--- src/rtl/message_writer_if.sv ---
// Message RAM write port.
// master: driven by the writer (mem_we, mem_waddr, mem_wdata).
// slave:  observed by the RAM (or a bench monitor).
interface message_writer_if #(
    parameter int unsigned ADDR_W = 4,
    parameter int unsigned DATA_W = 4
);
    logic              mem_we;
    logic [ADDR_W-1:0] mem_waddr;
    logic [DATA_W-1:0] mem_wdata;

    modport master (output mem_we, output mem_waddr, output mem_wdata);
    modport slave  (input  mem_we, input  mem_waddr, input  mem_wdata);
endinterface

--- src/rtl/message_writer.sv ---
// Writer side of the scrolling-message RAM. Debounced write button stores the switch
// code at an auto-incrementing pointer; debounced clear button sweeps the whole RAM with
// BLANK_CODE.
// Ports:
//   clk, reset   - clock, asynchronous active-high reset
//   btn_wr_i     - raw write pushbutton (async, bouncy)
//   btn_clr_i    - raw clear pushbutton (async, bouncy)
//   char_in_i    - switch character code (async)
//   mem_if       - RAM write port (mem_we one-cycle pulses, mem_waddr, mem_wdata)
//   busy_o       - high while a clear sweep is in progress
//   full_o       - sticky: every location written since last clear/reset
module message_writer #(
    parameter int unsigned     ADDR_W     = 4,
    parameter int unsigned     DATA_W     = 4,
    parameter int unsigned     DEB_CYCLES = 16,
    parameter logic [DATA_W-1:0] BLANK_CODE = 4'hF
) (
    input  logic                clk,
    input  logic                reset,
    input  logic                btn_wr_i,
    input  logic                btn_clr_i,
    input  logic [DATA_W-1:0]   char_in_i,
    message_writer_if.master    mem_if,
    output logic                busy_o,
    output logic                full_o
);

    localparam int unsigned      CntW    = (DEB_CYCLES > 1) ? $clog2(DEB_CYCLES) : 1;
    localparam logic [CntW-1:0]  CntMax  = CntW'(DEB_CYCLES - 1);
    localparam logic [ADDR_W-1:0] AddrMax = '1;
    localparam int unsigned      BtnWr   = 0;
    localparam int unsigned      BtnClr  = 1;

    typedef enum logic [1:0] {StIdle, StWrite, StClear} state_e;

    // Synchronizers
    logic [1:0]        btn_meta_q, btn_sync_q;
    logic [DATA_W-1:0] char_meta_q, char_sync_q;

    // Debouncers, index BtnWr / BtnClr
    logic [1:0]        db_q, db_d;
    logic [1:0]        press_q, press_d;
    logic [CntW-1:0]   cnt_q [2];
    logic [CntW-1:0]   cnt_d [2];

    // FSM and registered outputs
    state_e            state_q, state_d;
    logic [ADDR_W-1:0] wptr_q, wptr_d;
    logic              we_q, we_d;
    logic [ADDR_W-1:0] waddr_q, waddr_d;
    logic [DATA_W-1:0] wdata_q, wdata_d;
    logic              busy_q, busy_d;
    logic              full_q, full_d;

    always_ff @(posedge clk or posedge reset) begin
        if (reset) begin
            btn_meta_q  <= '0;
            btn_sync_q  <= '0;
            char_meta_q <= '0;
            char_sync_q <= '0;
        end else begin
            btn_meta_q  <= {btn_clr_i, btn_wr_i};
            btn_sync_q  <= btn_meta_q;
            char_meta_q <= char_in_i;
            char_sync_q <= char_meta_q;
        end
    end

    // A level change is accepted only after DEB_CYCLES consecutive differing samples;
    // any sample matching the current level restarts the count.
    always_comb begin
        for (int i = 0; i < 2; i++) begin
            db_d[i]    = db_q[i];
            cnt_d[i]   = cnt_q[i];
            press_d[i] = 1'b0;
            if (btn_sync_q[i] == db_q[i]) begin
                cnt_d[i] = '0;
            end else if (cnt_q[i] == CntMax) begin
                db_d[i]    = btn_sync_q[i];
                cnt_d[i]   = '0;
                press_d[i] = btn_sync_q[i];   // only 0->1 is an event
            end else begin
                cnt_d[i] = cnt_q[i] + CntW'(1);
            end
        end
    end

    always_ff @(posedge clk or posedge reset) begin
        if (reset) begin
            db_q    <= '0;
            press_q <= '0;
            for (int i = 0; i < 2; i++) begin
                cnt_q[i] <= '0;
            end
        end else begin
            db_q    <= db_d;
            press_q <= press_d;
            for (int i = 0; i < 2; i++) begin
                cnt_q[i] <= cnt_d[i];
            end
        end
    end

    always_comb begin
        state_d = state_q;
        wptr_d  = wptr_q;
        we_d    = 1'b0;
        waddr_d = waddr_q;
        wdata_d = wdata_q;
        busy_d  = busy_q;
        full_d  = full_q;
        unique case (state_q)
            StIdle: begin
                if (press_q[BtnClr]) begin
                    // Issue address 0 on the entry edge so busy covers exactly the
                    // 2**ADDR_W pulse cycles; mem_waddr doubles as the sweep counter.
                    state_d = StClear;
                    busy_d  = 1'b1;
                    we_d    = 1'b1;
                    waddr_d = '0;
                    wdata_d = BLANK_CODE;
                end else if (press_q[BtnWr]) begin
                    state_d = StWrite;
                    we_d    = 1'b1;
                    waddr_d = wptr_q;
                    wdata_d = char_sync_q;
                end
            end
            StWrite: begin
                wptr_d = wptr_q + ADDR_W'(1);
                if (wptr_q == AddrMax) begin
                    full_d = 1'b1;
                end
                state_d = StIdle;
            end
            StClear: begin
                if (waddr_q == AddrMax) begin
                    busy_d  = 1'b0;
                    wptr_d  = '0;
                    full_d  = 1'b0;
                    state_d = StIdle;
                end else begin
                    we_d    = 1'b1;
                    waddr_d = waddr_q + ADDR_W'(1);
                    wdata_d = BLANK_CODE;
                end
            end
            default: state_d = StIdle;
        endcase
    end

    always_ff @(posedge clk or posedge reset) begin
        if (reset) begin
            state_q <= StIdle;
            wptr_q  <= '0;
            we_q    <= 1'b0;
            waddr_q <= '0;
            wdata_q <= '0;
            busy_q  <= 1'b0;
            full_q  <= 1'b0;
        end else begin
            state_q <= state_d;
            wptr_q  <= wptr_d;
            we_q    <= we_d;
            waddr_q <= waddr_d;
            wdata_q <= wdata_d;
            busy_q  <= busy_d;
            full_q  <= full_d;
        end
    end

    assign mem_if.mem_we    = we_q;
    assign mem_if.mem_waddr = waddr_q;
    assign mem_if.mem_wdata = wdata_q;
    assign busy_o           = busy_q;
    assign full_o           = full_q;

endmodule
--- src/flat_wrapper.sv ---
// flat-port wrapper written by rule: the top's interface ports become plain ports
module message_writer_flat 
#(
    parameter int unsigned     ADDR_W     = 4,
    parameter int unsigned     DATA_W     = 4,
    parameter int unsigned     DEB_CYCLES = 16,
    parameter logic [DATA_W-1:0] BLANK_CODE = 4'hF
)
  (clk, reset, btn_wr_i, btn_clr_i, char_in_i, busy_o, full_o, mem_if_mem_we, mem_if_mem_waddr, mem_if_mem_wdata);
  message_writer_if #(.ADDR_W(ADDR_W), .DATA_W(DATA_W)) mem_if_i ();
  input  logic clk;
  input  logic reset;
  input  logic btn_wr_i;
  input  logic btn_clr_i;
  input  logic [DATA_W-1:0] char_in_i;
  output logic busy_o;
  output logic full_o;
  output wire logic [$bits(mem_if_i.mem_we)-1:0] mem_if_mem_we;
  output wire logic [$bits(mem_if_i.mem_waddr)-1:0] mem_if_mem_waddr;
  output wire logic [$bits(mem_if_i.mem_wdata)-1:0] mem_if_mem_wdata;
  assign mem_if_mem_we = mem_if_i.mem_we;
  assign mem_if_mem_waddr = mem_if_i.mem_waddr;
  assign mem_if_mem_wdata = mem_if_i.mem_wdata;
  message_writer #(.ADDR_W(ADDR_W), .DATA_W(DATA_W), .DEB_CYCLES(DEB_CYCLES), .BLANK_CODE(BLANK_CODE)) u_core (.clk(clk), .reset(reset), .btn_wr_i(btn_wr_i), .btn_clr_i(btn_clr_i), .char_in_i(char_in_i), .mem_if(mem_if_i), .busy_o(busy_o), .full_o(full_o));
endmodule
--- config.mk ---
export PLATFORM = sky130hd
export DESIGN_NAME = message_writer_flat
export DESIGN_NICKNAME = d
export VERILOG_FILES = /design/src/rtl/message_writer_if.sv /design/src/rtl/message_writer.sv /design/src/flat_wrapper.sv
export SDC_FILE = /design/constraint.sdc
export NUM_CORES = 1
export LEC_CHECK = 0
export ABC_CLOCK_PERIOD_IN_PS = 3500
export CAP_MARGIN = 20
export CORE_AREA = 8 8 61 63
export CTS_CLUSTER_SIZE = 40
export DETAILED_ROUTE_END_ITERATION = 16
export DIE_AREA = 0 0 69 71
export DONT_BUFFER_PORTS = 1
export GPL_TIMING_DRIVEN = 0
export PLACE_DENSITY_LB_ADDON = 0.1
export SLEW_MARGIN = 25
export SYNTH_ARGS = -nofsm -noshare
export SYNTH_HDL_FRONTEND = slang
export SYNTH_SLANG_ARGS = --single-unit
--- constraint.sdc ---
create_clock -name clk -period 3.5 [get_ports clk]
set_clock_uncertainty 0.2 [all_clocks]
set_input_delay 0.7 -clock clk [delete_from_list [all_inputs] [get_ports clk]]
set_output_delay 0.7 -clock clk [all_outputs]
set_load 0.01 [all_outputs]
; Yosys cells after proc, flatten, opt, wreduce, memory -nomap -nowiden
; Index checks and enable logic that the tools add are counted.
[word_totals]
word_cells = 76
inputBits = 8
reg_bits = 41
[op_classes]
reduce_logical = 10
mux = 31
bitwise = 2
addsub = 4
n_eq_ne = 13
[ops]
columns = op, count
row1 = 2-to-1 mux 4 bit, 11
row2 = one-hot mux 4 bit (2 select lines), 3
row3 = adder 4 x 1 -> 4 bit (second input constant), 4
row4 = == test 4 bit (second input constant), 4
row5 = 2-to-1 mux 1 bit, 10
row6 = AND reduction 3 bit, 3
row7 = AND reduction 2 bit, 4
row8 = 2-to-1 mux 2 bit, 3
row9 = != test 2 x 1 -> 1 bit (second input constant), 3
row10 = one-hot mux 1 bit (2 select lines), 3
row11 = one-hot mux 2 bit (2 select lines), 1
row12 = nonzero test 2 bit, 2
row13 = != test 3 x 1 -> 1 bit (second input constant), 1
row14 = == test 1 bit, 2
row15 = == test 2 x 1 -> 1 bit (second input constant), 1
row16 = == test 2 bit (second input constant), 1
row17 = zero test 2 bit, 1
row18 = != test 2 bit (second input constant), 1
row19 = NOT 1 bit, 2

; Logic depth before layout (Yosys ltp)
; Gate-level depths: netlist (run 1).
[logic_depth]
word_depth = 3
ltp_mapped = 6
depth_no_buf = 5

; Worst setup path before layout (run 1)
; Ideal clock, no wire load.
[synth_timing]
kind = reg-to-reg
startpoint = reg u_core.waddr_q[0] (netlist: u_core.mem_if.mem_waddr[0])
endpoint = reg u_core.wdata_q[0] (netlist: u_core.mem_if.mem_wdata[0])
stages_incl_launch_ff = 7
slack_ps = 1904
path_buffers = 1
arrival_ps = 1277
cell_sequence = dfrtp_1 ha_1 nand3_1 a22o_4 buf_8 nor2_2 a21oi_2
[synth_via]
elab_chain_len = 3
[synth_rtl]
columns = element, line_no
row1 = from (decl), message_writer.sv:50  ; logic [ADDR_W-1:0] waddr_q, waddr_d;
row2 = from (signal assigned), message_writer.sv:165  ; waddr_q <= waddr_d;
row3 = == test 4 bit, message_writer.sv:137  ; if (waddr_q == AddrMax) begin
row4 = != test 2 bit (no source line), --
row5 = AND reduction 3 bit (no source line), --
row6 = to (signal assigned), message_writer.sv:166  ; wdata_q <= wdata_d;
row7 = to (decl), message_writer.sv:51  ; logic [DATA_W-1:0] wdata_q, wdata_d;
; Every way passes these cells.
; A chain may end at the register's enable or synchronous reset.

; Worst setup path after layout (run 1)
; Ends and elaborated chain as after synthesis.

==> metrics.md, run 1 <==
| Metric | Value |
|---|---|
| Status | `complete, no violations` |
| Design Area, Final | `1740 um2` |
| DP Area | `1680 um2` |
| Vias in the first global route | `996` |
| Worst Hold Class | `in -> async` |
| First-pass GRT wire length | `4530 um` |
| Sum Neg Setup Slack | `0 ns` |
| Max VDD drop | `0.000334 V` |
| Final Power | `0.760 mW` |
| Sequential share of power | `0.657` |
| Hold slack | `0.0163 ns` |
| Die footprint | `4900 um2` |
| Clock buffer count from CTS | `5` |
| I/O Buffers | `0` |
| Post-cts resize count | `0` |
| Final WL | `2630 um` |
| Ys Warns | `0` |
| Routed wl met3 | `113 um` |
| DR top layer | `met4` |
| Final GP Congestion | `0.786` |
| Fin. Hold Viols | `0` |
| Congestion Overflow GR | `0` |
| RSZ-0062 raised after global routing | `no` |
| Max_slew headroom | `0.706` |
| CP Launch Type | `flop` |
| Power Internal | `0.580 mW` |
| Post-CTS setup buffers | `0` |
| Post-synthesis cell type count | `29` |
| Wirelength per Cell | `14.8 um` |
| FF+latch count, synth | `41` |
| WS Path Type | `reg -> reg` |
| Area share of the largest cell type after synthesis | `0.636` |
| Mean area per synthesized cell | `11.9 um2` |
| Die H | `71 um` |
| Clock Latency Late Sink | `0.35 ns` |
| Initial antenna violation count | `0` |
| Final Max Tran Viols | `0` |
| Hold buffers post-CTS | `0` |
| Crit. End Element | `flop` |
| Switching share of power | `0.237` |
| Area contributors post-synth | `dfrtp_1 64%, nor2_1 4.0%, a21oi_1 3.1%, ha_1 3.1%, xnor2_1 2.7%` |
| Clock transition at path regs | `0.12 ns` |
| Ys async rst share | `1.00` |
| Worst R2R Start | `u_core.mem_if.mem_waddr[0]` |
| # setup viols final | `0` |
| Sequential share of the synthesized area | `0.636` |
| Pin count of the biggest net entering global routing | `24` |
| Slowest stage cell, crit path | `dfrtp_1` |
| Metal-1 WL | `1110 um` |
| Syn Nets | `148` |
| Clock buffer depth | `2` |
| Drt initial violations | `101` |
| HPWL Detailed | `1940 um` |
| Drt via density | `5.59` |
| H-tree levels | `2` |
| CP cell instances | `ha_1 > nand3_1 > a22o_4 > buf_8 > nor2_2 > a21oi_2` |
| IO Pins | `19` |
| Final worst-path cycle share | `0.506` |
| Main synth FF type | `dfrtp_1` |
| Crit. Startpoint | `u_core.mem_if.mem_waddr[0]` |
| Drc violations | `0` |
| Required @ worst endpoint | `3.55 ns` |
| Cell family contributing the most delay on the critical path | `flip-flops` |
| Clock root buffer | `clkbuf_4` |
| Slowest stage delay, CP | `0.49 ns` |
| Post-synthesis cell area | `1610 um2` |
| DIE WIDTH | `69 um` |
| Worst Tran Pin Value | `0.440 ns` |
| Core box area | `2850 um2` |
| Drt first pass iters | `4` |
| P per Cell Area | `437 nW/um2` |
| Layout cells sized above 1 | `0.145` |
| Total net switching power | `0.181 mW` |
| Post-Syn Instances | `136` |
| Initial core utilization | `0.566` |
| Utilization after layout | `0.610` |
| Crit path DAT | `1.82 ns` |
| Number of synthesized flops with an enable pin | `0` |
| Max-Cap Viols | `0` |
| Clock group share of total power | `0.303` |
| P&R area growth vs syn | `7.75%` |
| Routed Antenna Nets | `0` |
| Synth area leader | `dfrtp_1` |
| DR vias | `995` |
| CTS sink count | `41` |
| Min Tclk post-route | `1.77 ns` |
| Combinational share of power | `0.040` |
| Layout Nets | `156` |
| Row cnt | `20` |
| Met2 WL | `1340 um` |
| CTS tree | `built` |
| Max Fclk | `0.564 GHz` |
| Worst path bufs/invs | `1` |
| Leak Pwr | `0.796 nW` |
| CP max FO | `10` |
| Overall Global Routing Usage | `0.117` |
| # diodes | `0` |
==> power groups by stage <==
stage	clock, mW	sequential, mW	combinational [mW]
2_1_floorplan	0	0.506	0.0227
3_3_place_gp	0	0.508	0.0263
3_5_place_dp	0	0.509	0.0313
4_1_cts	0.245	0.500	0.0317
5_1_grt	0.257	0.501	0.0358
6_report	0.230	0.500	0.0306
==> area by class of cell <==
class	count	area, um2
buffer	2	20.0
clock buffer	6	41.3
clock inverter	2	15.0
fill	239	1110
inverter	5	18.8
multi-input combinational	88	549
sequential	41	1030
tap	33	41.3
timing repair buffer	1	27.5
==> flip-flops by register name (all words and copies together) (netlist names) <==
name                     count
u_core.mem_if.mem_waddr      4
u_core.btn_sync_q            2
u_core.press_q               2
u_core.full_o                1
u_core.char_sync_q           4
u_core.db_q                  2
u_core.cnt_q                 8
u_core.btn_meta_q            2
u_core.busy_o                1
u_core.wptr_q                4
u_core.mem_if.mem_wdata      4
u_core.char_meta_q           4
u_core.state_q               2
u_core.mem_if.mem_we         1
==> cells by family after synthesis <==
family          after synthesis  synth area share
fa+ha+maj                     4            0.0310
xor+xnor                      7            0.0380
mux                           2            0.0140
flops                        41             0.636
compound gates               25             0.102
buf+inv                       7            0.0240
simple gates                 50             0.155
==> layout by cell type (no fill, tap or decap) <==
master      count
dfrtp_1        41
nor2_1         17
nand2_1        10
a21oi_1        10
o21ai_0         6
nand3_1         5
xnor2_1         5
nor3b_1         5
clkbuf_4        5
nor2b_1         4
inv_1           4
ha_1            4
nor2_2          2
a21oi_2         2
nand4b_1        2
mux2_2          2
a22o_2          2
xor2_1          2
clkinvlp_4      2
buf_2           1
or2_1           1
a2bb2oi_1       1
and3_1          1
o211ai_1        1
a22o_4          1
buf_8           1
nand2b_1        1
inv_2           1
or2_2           1
nand4_1         1
a31oi_1         1
a22oi_1         1
clkbuf_1        1
buf_16          1
==> per-stage QoR <==
step	setup slack, ns	cells
final	1.73	178
after global routing	1.61	178
after CTS	1.72	178
after detailed placement	1.75	170
after global placement	1.32	169
after floorplan	1.65	136
==> synth_stat cells, types with 2 or more instances <==
| master | number |
|---|---|
| xor2_1 | 2 |
| dfrtp_1 | 41 |
| nor3b_1 | 5 |
| nand2_1 | 10 |
| nor2b_1 | 4 |
| a21oi_2 | 2 |
| xnor2_1 | 5 |
| nor2_2 | 2 |
| a22o_2 | 2 |
| o21ai_0 | 6 |
| ha_1 | 4 |
| a21oi_1 | 10 |
| inv_1 | 5 |
| nand4b_1 | 2 |
| nor2_1 | 17 |
| mux2_2 | 2 |
| nand3_1 | 5 |
==> final timing paths <==
| check | to | slack (ns) | depth (start not counted) |
|---|---|---|---|
| max reg2reg | u_core.mem_if.mem_wdata[0] | 1.73 | 6 |
| min in group clk | u_core.char_sync_q[3] | 0.16 | 0 |
| max in group asynchronous | u_core.mem_if.mem_wdata[3] | 2.63 | 2 |
| max | u_core.mem_if.mem_wdata[0] | 1.73 | 6 |
| min | u_core.db_q[1] | 0.02 | 1 |
| min reg2reg | u_core.char_sync_q[3] | 0.16 | 0 |
==> metal layers <==
metal | global-route usage | up-vias
met5 | 0 | -
met4 | 0.0615 | 0
li1 | - | 476
met2 | 0.201 | 20
met3 | 0.0490 | 6
met1 | 0.119 | 493
(Power assumes the default switching activity.)
==> run 2, diff against run 1 <==
--- a/config.mk
+++ b/config.mk
@@ -5,12 +5,12 @@
 export SDC_FILE = /design/constraint.sdc
 export NUM_CORES = 1
 export LEC_CHECK = 0
-export ABC_CLOCK_PERIOD_IN_PS = 3500
+export ABC_CLOCK_PERIOD_IN_PS = 1400
 export CAP_MARGIN = 20
-export CORE_AREA = 8 8 61 63
+export CORE_AREA = 8 8 64 66
 export CTS_CLUSTER_SIZE = 40
 export DETAILED_ROUTE_END_ITERATION = 16
-export DIE_AREA = 0 0 69 71
+export DIE_AREA = 0 0 72 74
 export DONT_BUFFER_PORTS = 1
 export GPL_TIMING_DRIVEN = 0
 export PLACE_DENSITY_LB_ADDON = 0.1
==> constraint.sdc (replaced) <==
create_clock -name clk -period 1.4 [get_ports clk]
set_clock_uncertainty 0.2 [all_clocks]
set_input_delay 0.28 -clock clk [delete_from_list [all_inputs] [get_ports clk]]
set_output_delay 0.28 -clock clk [all_outputs]
set_load 0.01 [all_outputs]
==> run 2 against run 1 <==
  * The run now ends with setup timing left
  * Register-to-register slack got worse by 1.9 ns
  * Sequential power increased to 2.5 times the previous value
  * Combinational power increased to 3.5 times the previous value
  * Critical path type unchanged
  * Sequential cell count unchanged
  * Worst setup slack got worse by 1.9 ns
  * Count of clock-buffer cells in the layout increased by 1
==> metrics.md, run 2 (synthesized netlist as in run 1, its figures left out) <==
| Metric | Value |
|---|---|
| DR vias | `1074 (+7.9%)` |
| I/O Buffers | `0 (unchanged)` |
| Clock Latency Late Sink | `0.34 ns (about the same)` |
| Wirelength per Cell | `13.8 um (-6.9%)` |
| # diodes | `0 (unchanged)` |
| Clock transition at path regs | `0.11 ns (about the same)` |
| Utilization after layout | `0.638 (+0.0287)` |
| Initial core utilization | `0.508 (-0.0581)` |
| P&R area growth vs syn | `25.7%` |
| Most frequent cells in the layout | `36 x dfrtp_1, 16 x nor2_1, 9 x nand2_1, 9 x buf_4, 8 x a21oi_1` |
| Drc violations | `0 (unchanged)` |
| CP Launch Type | `flop` |
| Worst R2R Start | `u_core.mem_if.mem_waddr[0]` |
| WS Path Type | `reg -> reg` |
| Setup ws final | `-0.144 ns (-1.87 ns)` |
| Min Tclk post-route | `1.54 ns (-0.227 ns)` |
| Leak Pwr | `0.879 nW (+10%)` |
| Status | `complete, but fails checks` |
| Final worst-path cycle share | `1.10 (+0.597)` |
| Design Area, Final | `2030 um2 (+17%)` |
| H-tree levels | `2 (unchanged)` |
| CP max FO | `7 (-3)` |
| Drt via density | `5.16 (-7.6%)` |
| Vias in the first global route | `1067 (+7.1%)` |
| Fin. Hold Viols | `0 (unchanged)` |
| DIE WIDTH | `72 um (+4.3%)` |
| Slowest stage cell, crit path | `dfrtp_2` |
| # setup viols final | `16 (+16)` |
| P per Cell Area | `1050 nW/um2 (+140%)` |
| Clock root buffer | `clkbuf_4` |
| Worst path bufs/invs | `1 (unchanged)` |
| Drt first pass iters | `4 (unchanged)` |
| Fillcell total | `242 (+1.3%)` |
| Worst Reg-to-Reg Cells | `6 (unchanged)` |
| Max Fclk | `0.648 GHz (+15%)` |
| Routed Antenna Nets | `0 (unchanged)` |
| CP cell instances | `ha_4 > nand3_4 > a22o_4 > buf_8 > nor2_4 > a21oi_2` |
| Pin count of the biggest net entering global routing | `42 (+75%)` |
| Max_slew headroom | `0.690 (-0.0162)` |
| Clock buffer depth | `2 (unchanged)` |
| DP Area | `1700 um2 (+1.0%)` |
| HPWL Detailed | `1840 um (-5.3%)` |
| IO Pins | `19 (unchanged)` |
| CTS tree | `built` |
| Failing checks | `setup timing` |
| Drt initial violations | `31 (-69%)` |
| Final Max Tran Viols | `0 (unchanged)` |
| Crit. End Element | `flop` |
| Crit. Startpoint | `u_core.mem_if.mem_waddr[0]` |
| Congestion Overflow GR | `0 (unchanged)` |
| Die H | `74 um (+4.2%)` |
| Commonest non-fill, non-tap cell in the layout | `dfrtp_1` |
| Initial antenna violation count | `0 (unchanged)` |
| Final WL | `2860 um (+8.8%)` |
| Most flops, register | `u_core.cnt_q` |
| Levels on crit path | `6 (unchanged)` |
| Core box area | `3180 um2 (+11%)` |
| Hold path cells | `0` |
| Crit path DAT | `1.58 ns (-0.24 ns)` |
| Overall Global Routing Usage | `0.117 (-0.000494)` |
| Max-Cap Viols | `0 (unchanged)` |
| Row cnt | `21 (+5.0%)` |
| Final GP Congestion | `0.845 (+7.6%)` |
| Die footprint | `5330 um2 (+8.8%)` |
| Worst Tran Pin Value | `0.464 ns (+0.0240 ns)` |
| Required @ worst endpoint | `1.44 ns (-2.11 ns)` |
| First-pass GRT wire length | `4750 um (+4.9%)` |
| Slowest stage delay, CP | `0.47 ns (-0.02 ns)` |
| RSZ-0062 raised after global routing | `yes` |
| Beginning of the worst hold path | `u_core.char_meta_q[1]` |
| Layout cells sized above 1 | `0.315 (+0.170)` |
| Layout Nets | `173 (+11%)` |
| Max reg flops | `8 (unchanged)` |
| Clock buffer count from CTS | `5 (unchanged)` |
| Cell family contributing the most delay on the critical path | `flip-flops` |
| Non-Filler Instances | `208 (+17%)` |
| Worst Hold Class | `reg -> reg` |
| Placed cells | `182 (+7.1%)` |
| CTS sink count | `41 (unchanged)` |
| Max VDD drop | `0.000678 V (+100%)` |
## run 2: cell types whose count changed in the layout (fill, tap and decap cells not counted), sizes merged
cell,before,now
buf,3,11
dlygate4sd3,0,7
clkbuf,6,8
bufinv,0,1
inv,5,4
## run 2: power by group
group	switching, mW	leakage, nW	internal, mW
clock	0.354	0.0455	0.426
combinational	0.0540	0.302	0.0542
sequential	0.0281	0.531	1.22
## run 2: worst paths after layout
| kind | slack, ns | end |
|---|---|---|
| max in group asynchronous | 0.40 | u_core.press_q[1] |
| setup / recovery | -0.14 | u_core.mem_if.mem_wdata[0] |
| hold reg to reg | 0.16 | u_core.char_sync_q[1] |
| hold / removal | 0.16 | u_core.char_sync_q[1] |
| setup reg to reg | -0.14 | u_core.mem_if.mem_wdata[0] |
| min in group asynchronous | 0.28 | u_core.mem_if.mem_wdata[3] |
## run 2: area by class of cell
| type | instances | area [um2] | share of cell area |
|---|---|---|---|
| Inverter | 5 | 22.5 | 0.0111 |
| Sequential cell | 41 | 1030 | 0.509 |
| Tap cell | 46 | 57.6 | 0.0284 |
| Multi-Input combinational cell | 88 | 636 | 0.313 |
| Timing Repair inverter | 1 | 7.51 | 0.00370 |
| Clock inverter | 1 | 30.0 | 0.0148 |
| Buffer | 1 | 15.0 | 0.00740 |
| Timing Repair Buffer | 18 | 174 | 0.0857 |
| Clock buffer | 7 | 55.1 | 0.0271 |
## run 2: what timing repair did
item	CTS	global route
endpoints found under the setup margin	18	22
pin swaps	3	3
hold buffers	7	0
buffers inserted	7	3
hold endpoints to repair	47	0
gates cloned	0	2
gates resized for setup	6	18
## run 2: stage by stage
stage	setup TNS (ns)	hold slack, ns	power (mW)	setup WS (ns)
after detailed placement	-3.32	0.112	1.34	-0.315
after CTS	-1.54	0.165	2.16	-0.164
after global placement	-3.10	0.112	1.34	-0.303
after global routing	-2.22	0.167	2.22	-0.194
after floorplan	-1.20	0.0652	1.32	-0.165
final	-1.46	0.160	2.14	-0.144
## run 2: per-layer routing
| metal | GRT usage | part of all wire | up-vias | wire length (um) |
|---|---|---|---|---|
| li1 | - | - | 510 | - |
| met2 | 0.198 | 0.50 | 15 | 1440 |
| met3 | 0.0526 | 0.046 | 7 | 133 |
| met4 | 0.0476 | 0.016 | 0 | 46 |
| met1 | 0.124 | 0.43 | 542 | 1240 |
| met5 | 0 | 0 | - | 0 |
==> run 3, diff against run 2 <==
--- a/config.mk
+++ b/config.mk
@@ -6,7 +6,6 @@
 export NUM_CORES = 1
 export LEC_CHECK = 0
 export ABC_CLOCK_PERIOD_IN_PS = 1400
-export CAP_MARGIN = 20
 export CORE_AREA = 8 8 64 66
 export CTS_CLUSTER_SIZE = 40
 export DETAILED_ROUTE_END_ITERATION = 16
==> results of run 3 <==
The final DEF is identical to that of run 2; final timing and power are the same.
